$ cat config.mk
export PLATFORM = sky130hd
export DESIGN_NAME = term_index_emitter
export DESIGN_NICKNAME = d
export VERILOG_FILES = /design/src/rtl/term_quant_pkg.sv /design/src/rtl/msb_prio_enc.sv /design/src/rtl/term_index_emitter.sv
export SDC_FILE = /design/constraint.sdc
export NUM_CORES = 1
export LEC_CHECK = 0
export BUFFER_PORTS_ARGS = -buffer_cell sky130_fd_sc_hd__buf_2
export CAP_MARGIN = 40
export CORE_UTILIZATION = 50
export DETAILED_ROUTE_END_ITERATION = 10
export PLACE_DENSITY = 0.85
export SETUP_SLACK_MARGIN = 0.1
export SYNTH_ARGS = -nofsm -noshare
export SYNTH_HDL_FRONTEND = slang
export SYNTH_HIERARCHICAL = 1
export SYNTH_SLANG_ARGS = --single-unit
$ cat constraint.sdc
create_clock -name clk -period 2.3 [get_ports clk]
set_input_delay 0.345 -clock clk [delete_from_list [all_inputs] [get_ports clk]]
set_output_delay 0.345 -clock clk [all_outputs]
set_load 0.02 [all_outputs]
$ cat src/rtl/term_quant_pkg.sv
// Shared constants and state encoding for the term-index emitter and the
// downstream one-hot term-mask demux.
package term_quant_pkg;

    // Width of one term word; bit i set means term 2^i is present.
    localparam int DATA_W = 8;
    // Width of an emitted bit index.
    localparam int SEL_W  = 3;
    // Width of the term budget and the emitted-term counter; holds DATA_W.
    localparam int CNT_W  = 4;

    // Control states of the emitter.
    typedef enum logic {
        IDLE = 1'b0,
        EMIT = 1'b1
    } state_t;

endpackage : term_quant_pkg

$ cat src/rtl/msb_prio_enc.sv
// Combinational MSB-first priority encoder: returns the index of the highest
// set bit of vec_i, and flags whether any bit is set at all.
module msb_prio_enc #(
    parameter int IN_W  = 8,
    parameter int OUT_W = 3
) (
    input  logic [IN_W-1:0]  vec_i,
    output logic [OUT_W-1:0] idx_o,
    output logic             any_set_o
);

    // Ascending scan: a later (higher) set bit overrides any lower one.
    always_comb begin
        idx_o = '0;
        for (int i = 0; i < IN_W; i++) begin
            if (vec_i[i]) begin
                idx_o = OUT_W'(i);
            end
        end
    end

    assign any_set_o = |vec_i;

endmodule : msb_prio_enc

$ cat src/rtl/term_index_emitter.sv
// Accepts one term word per transaction and streams out the bit index of
// each set bit, highest first, one per sel handshake, stopping at a per-word
// term budget. A one-cycle done pulse closes each word, with truncated
// reporting whether set bits were left behind.
module term_index_emitter
    import term_quant_pkg::*;
(
    input  logic              clk,
    input  logic              reset,
    input  logic              in_valid,
    output logic              in_ready,
    input  logic [DATA_W-1:0] in_data,
    input  logic [CNT_W-1:0]  max_terms,
    output logic [SEL_W-1:0]  sel,
    output logic              sel_valid,
    input  logic              sel_ready,
    output logic              last,
    output logic              done,
    output logic              truncated
);

    // ------------------------------------------------------------------
    // State
    // ------------------------------------------------------------------
    state_t            state_q,     state_d;
    logic [DATA_W-1:0] work_q,      work_d;
    logic [CNT_W-1:0]  count_q,     count_d;
    logic [CNT_W-1:0]  budget_q,    budget_d;
    logic              in_ready_q,  in_ready_d;
    logic              done_q,      done_d;
    logic              truncated_q, truncated_d;

    // ------------------------------------------------------------------
    // Datapath derived from the registered work word
    // ------------------------------------------------------------------
    logic [SEL_W-1:0]  enc_idx;
    logic              enc_any;
    logic [DATA_W-1:0] work_clr;
    logic [CNT_W-1:0]  count_inc;
    logic              last_c;
    logic              accept;
    logic              sel_fire;
    logic              emitting;

    msb_prio_enc #(
        .IN_W  (DATA_W),
        .OUT_W (SEL_W)
    ) u_msb_prio_enc (
        .vec_i     (work_q),
        .idx_o     (enc_idx),
        .any_set_o (enc_any)
    );

    // Work word with the currently presented bit removed, and the count
    // after this handshake. A budget above DATA_W can never be hit by the
    // counter before the work word empties, so it acts as unlimited.
    assign work_clr  = work_q & ~(DATA_W'(1) << enc_idx);
    assign count_inc = count_q + CNT_W'(1);
    assign last_c    = (work_clr == '0) || (count_inc == budget_q);

    // EMIT is only ever entered with a non-empty word, so enc_any is a
    // consistency guard rather than a functional qualifier.
    assign emitting  = (state_q == EMIT) && enc_any;

    assign accept    = in_valid && in_ready_q;
    assign sel_fire  = emitting && sel_ready;

    // ------------------------------------------------------------------
    // Outputs: sel/last depend only on registers, so they stay stable
    // while the downstream stalls.
    // ------------------------------------------------------------------
    assign in_ready  = in_ready_q;
    assign sel_valid = emitting;
    assign sel       = emitting ? enc_idx : '0;
    assign last      = emitting && last_c;
    assign done      = done_q;
    assign truncated = truncated_q;

    // Next-state logic for the control FSM, counters and word bookkeeping.
    always_comb begin
        state_d     = state_q;
        work_d      = work_q;
        count_d     = count_q;
        budget_d    = budget_q;
        in_ready_d  = in_ready_q;
        done_d      = 1'b0;
        truncated_d = truncated_q;

        unique case (state_q)
            IDLE: begin
                // in_ready is re-armed here so it rises one cycle after reset.
                in_ready_d = 1'b1;
                if (accept) begin
                    work_d   = in_data;
                    budget_d = max_terms;
                    count_d  = '0;
                    if ((in_data == '0) || (max_terms == '0)) begin
                        // Nothing to emit: finish immediately, flag any
                        // bits that a zero budget threw away.
                        done_d      = 1'b1;
                        truncated_d = (in_data != '0);
                    end else begin
                        state_d    = EMIT;
                        in_ready_d = 1'b0;
                    end
                end
            end

            EMIT: begin
                in_ready_d = 1'b0;
                if (sel_fire) begin
                    work_d  = work_clr;
                    count_d = count_inc;
                    if (last_c) begin
                        state_d     = IDLE;
                        in_ready_d  = 1'b1;
                        done_d      = 1'b1;
                        truncated_d = (work_clr != '0);
                    end
                end
            end

            default: begin
                state_d    = IDLE;
                in_ready_d = 1'b0;
            end
        endcase
    end

    // State registers with synchronous active-high reset.
    always_ff @(posedge clk) begin
        if (reset) begin
            state_q     <= IDLE;
            work_q      <= '0;
            count_q     <= '0;
            budget_q    <= '0;
            in_ready_q  <= 1'b0;
            done_q      <= 1'b0;
            truncated_q <= 1'b0;
        end else begin
            state_q     <= state_d;
            work_q      <= work_d;
            count_q     <= count_d;
            budget_q    <= budget_d;
            in_ready_q  <= in_ready_d;
            done_q      <= done_d;
            truncated_q <= truncated_d;
        end
    end

endmodule : term_index_emitter

# == Yosys cells after proc, flatten, opt, wreduce, memory -nomap -nowiden ==
# Index checks and enable logic that the tools add are counted.
# classes
muxes,31
bitwise,3
add_sub_neg,1
n_shift,1
n_eq_ne,5
reduce_logical,15
# op_table
op,count
zero test 8 bit,2
two-way mux 8 bit,2
one-hot mux 8 bit (2 select lines),1
nonzero test 8 bit,2
two-way mux 3 bit,5
two-way mux 1 bit,14
bitwise AND 8 bit,1
two-way mux 4 bit,2
inverter 8 bit,1
one-hot mux 1 bit (2 select lines),4
one-hot mux 4 bit (2 select lines),1
OR reduction 8 bit,1
left shift 1 x 3 -> 8 bit (first input constant),1
adder 4 x 1 -> 4 bit (second input constant),1
equality test 4 bit,1
logical AND 1 bit,4
zero test 4 bit,1
two-way mux 2 bit,2
inequality test 2 x 1 -> 1 bit (second input constant),2
inequality test 2 bit (second input constant),2
AND reduction 2 bit,2
AND reduction 4 bit,1
logical OR 1 bit,2
inverter 1 bit,1
# totals
inputBits,16
out_inout_bits,8
regBits,20

# == Longest topological paths before layout ==
# depth
word_depth,15
ltp_mapped,9

# == Cells and area by module ==
# The synthesis kept the hierarchy.
# modules_own_cells
module,cells_each,instances,seq_area_each_um2,area_per_inst_um2
term_index_emitter,143,1,400.4,1158.6
msb_prio_enc,12,1,0.0,66.3

# == Worst setup path after synthesis ==
# Ideal clock, no wire load.
# synth_path
path_type,register -> output
start,reg work_q[6]
end,out last
required_time_ns,1.955
setup_slack_ns,0.052
path_stages_with_launch,8
arrival_ns,1.903
path_cell_list,dfxtp_1 inv_2 a21oi_2 o31ai_2 or4b_1 o311a_2 nor4_4 o21a_1
# synth_between
elab_chain_cells,8
word_cells_on_any_way,10
# synth_rtl
item,line,rtl
from (decl),term_index_emitter.sv:26,"logic [DATA_W-1:0] work_q, work_d;"
from (signal assigned),term_index_emitter.sv:142,work_q <= work_d;
two-way mux 3 bit (2 in series),msb_prio_enc.sv:16,if (vec_i[i]) begin
via enc_idx[0],term_index_emitter.sv:36,logic [SEL_W-1:0] enc_idx;
left shift 1 x 3 -> 8 bit,term_index_emitter.sv:57,assign work_clr = work_q & ~(DATA_W'(1) << enc_idx);
inverter 8 bit,term_index_emitter.sv:57,
bitwise AND 8 bit,term_index_emitter.sv:57,
zero test 8 bit,term_index_emitter.sv:59,assign last_c = (work_clr == '0) || (count_inc == budget_q);
logical OR 1 bit,term_index_emitter.sv:59,
logical AND 1 bit,term_index_emitter.sv:75,assign last = emitting && last_c;
to (decl),term_index_emitter.sv:17,"output logic last,"
# The timed path passes the listed nets, and every way through them passes these cells.

# == Worst setup path in the final report ==
# Ends and elaborated chain as after synthesis.

==> metrics.yaml <==
drcViolationCount: 0
initial_core_util_pct: 54.3
cts_hold_buf: 0
r2r_cells: 8
antenna_found_initial: 0
ys.flop_type: "dfxtp_1"
vias: 1388
whs_path_depth: 3
slew_headroom_pct: 66.3
ys_types: 48
worstPathArrival_ns: 2.14
nNetsFinal: 211
yosys_warnings: 6
track_usage_pct: 29.6
path_cells: "buf_6 -> o31ai_4 -> nand2_2 -> o311a_1 -> nor4_4 -> o21a_2 -> buf_6"
min_from: "in_data[2]"
slowest_stage: "dfxtp_4"
hold_path.class: "input port to flip-flop"
dp_hpwl_mm: 2.36
synthesis.nets: 172
synth_edf_count: 0
wl_met2_mm: 1.77
period_minus_slack_ns: 2.48
diodes: 0
max_freq_mhz: 403
status: "finished with violations"
finalCritPeriodShare_pct: 108
drtPass1Iterations: 4
via_per_inst: 6.31
path_delay_family: "compound AO/OA/AOI/OAI gates"
critPathBufInv: 2
wl_met3_um: 410
wl_met1_mm: 1.51
fin_ws_ns: -0.184
setup_violations: 1
power-per-cell-area_nw_per_um2: 553
die_w_um: 51.5
cts_tree: "built"
yosys.area.top_type: "dfxtp_1"
final_cell_mix: "22 x nand2_1, 22 x buf_2, 16 x nor2_1, 16 x buf_4"
yosysSeqAreaShare_pct: 32.7
slew_violations: 0
path_class: "flip-flop to primary output"
grt_setup_unrepaired: "true"
r2r-start: "work_q[6]"
drive_above_1_share_pct: 41.1
h-tree-depth: 1
max_stage_delay_ns: 0.38
startpoint: "work_q[6]"
timing.hold.ws_ns: 0.283
finalHoldViolCount: 0
async_reset_ff_share_pct: 0
drv_cap: 0
power.leakage_nw: 0.700
drt_iter0_drc: 95
worstSetupEndpointType: "primary output"
ys_top_cells_by_area: "dfxtp_1 33%, nand2_1 7.0%, a21oi_1 6.1%"
grt_max_degree: 22
clk_latency_ns: 0.30
die-area_um2: 2650
antenna_left: 0
grt_pass1_wl_mm: 5.82
drt-total-wl_mm: 3.81
crit_cells: 7
worst_slew_pin_slew_ns: 0.506
ctsLongestPathBuffers: 2
power.total_w: 0.000898
cts-root-buf: "clkbuf_4"
fp.dieH_um: 51.5
syn_area_per_cell_um2: 7.90
cp-start-kind: "flip-flop"
ys_ff_latch: 20
globalplace.congestion: 0.970
cp.required_ns: 1.96
peakVddDrop_mv: 0.445
grt_pass1_vias: 1263
path_common_cell: "buf_6"
clk_pin_slew_ns: 0.11
syn_area_um2: 1220
cts.sinks: 20
routedWlPerCell_um: 17.3
crit_fanout: 3
cts_buffers: 3
fin_skew_ns: 0.00657
syn_to_final_growth_pct: 32.6
core-area_um2: 2250
pin_count: 24
violations: "negative setup slack"
highest_layer: "met4"
rows: 17
portBuffers: 23
fillers: 179
overflow: 0
syn_inst: 155
netlist.area_leader.share_pct: 32.7
[Yosys cell counts (2+ instances only)]
cell      number
a21oi_1       15
a21oi_2        2
a22oi_1        4
and3_1         7
buf_4          3
clkbuf_1       3
dfxtp_1       20
inv_1          2
inv_2          3
nand2_1       23
nand3_1        2
nor2_1        19
nor3_2         2
nor4_1         4
o21ai_0        3
o21ai_1        6
o31a_1         2
o31ai_1        2
or2_2          2
xnor2_1        2
xor2_1         2
[cell families (layout without fill, tap and decap cells)]
kind of cell               count (synthesis)  after routing  share of synthesized area [%]
AOI/OAI and AO/OA                         42             42                           22.4
xor gates and xnor gates                   5              5                           4.70
adders and majority gates                  1              1                           1.02
buffers and inverters                     13             50                           5.31
DFF                                       20             20                           32.7
muxes                                      1              1                          0.817
and+or+nand+nor                           73             73                           33.1
[sequential cells by signal, summed over array words and instances (netlist names)]
| name | count |
|---|---|
| budget_q | 4 |
| truncated | 1 |
| work_q | 8 |
| in_ready | 1 |
| count_q | 4 |
| state_q | 1 |
| done | 1 |
[where the power goes]
| group | leakage [nW] | switching (W) | internal [W] |
|---|---|---|---|
| logic | 0.520 | 0.000194 | 0.000155 |
| registers | 0.166 | 0.0000216 | 0.000362 |
| clock network | 0.0138 | 0.000105 | 0.0000610 |
[worst reg2reg max path, cell delays in order (launching register included)]
cell and delay [ns]:
dfxtp_4 0.38, buf_6 0.13, o31ai_4 0.30, nand2_2 0.13, o311a_1 0.34, nor4_4 0.28
buf_4 0.17, o21ai_1 0.08, and3b_1 0.17
[through the flow]
| stage | cells | util, % | setup WS [ns] | TNS [ns] | cell area [um2] |
|---|---|---|---|---|---|
| 3_5_place_dp | 210 | 63.0 | -0.0328 | -0.0328 | 1420 |
| 4_1_cts | 216 | 69.1 | -0.198 | -0.198 | 1560 |
| 6_report | 220 | 72.0 | -0.184 | -0.184 | 1620 |
| 3_3_place_gp | 210 | 63.0 | 0.0581 | 0 | 1420 |
| 5_1_grt | 220 | 72.0 | -0.257 | -0.257 | 1620 |
| 2_1_floorplan | 155 | - | 0.108 | 0 | 1230 |
[layer usage]
layer  global-route usage [%]  vias to the layer above
li1                         -                      637
met1                     39.6                      633
met2                     48.1                      106
met3                     3.51                       12
met4                     12.2                        0
met5                        0                        -
[path summary, 6_finish.rpt]
| check | to | slack (ns) |
|---|---|---|
| min reg2reg | budget_q[2] | 0.47 |
| min | work_q[2] | 0.28 |
| max reg2reg | state_q | 0.22 |
| max | last | -0.18 |
[layout make-up]
| class | instances | area [um2] | share of cell area (%) |
|---|---|---|---|
| clock buffers | 3 | 22.5 | 1.39 |
| inverters | 5 | 18.8 | 1.16 |
| multi-input cells | 122 | 863 | 53.2 |
| flip-flops and latches | 20 | 415 | 25.6 |
| well taps | 28 | 35.0 | 2.16 |
| repair buffers | 42 | 269 | 16.6 |
[timing repair]
item / 4_1_cts / 5_1_grt
buffers inserted: 3 / 4
pin swaps: 8 / 4
endpoints found under the setup margin: 2 / 1
resized for setup: 23 / 9
cloned: 0 / 0
Note: power is estimated with default switching activity, not from simulation.
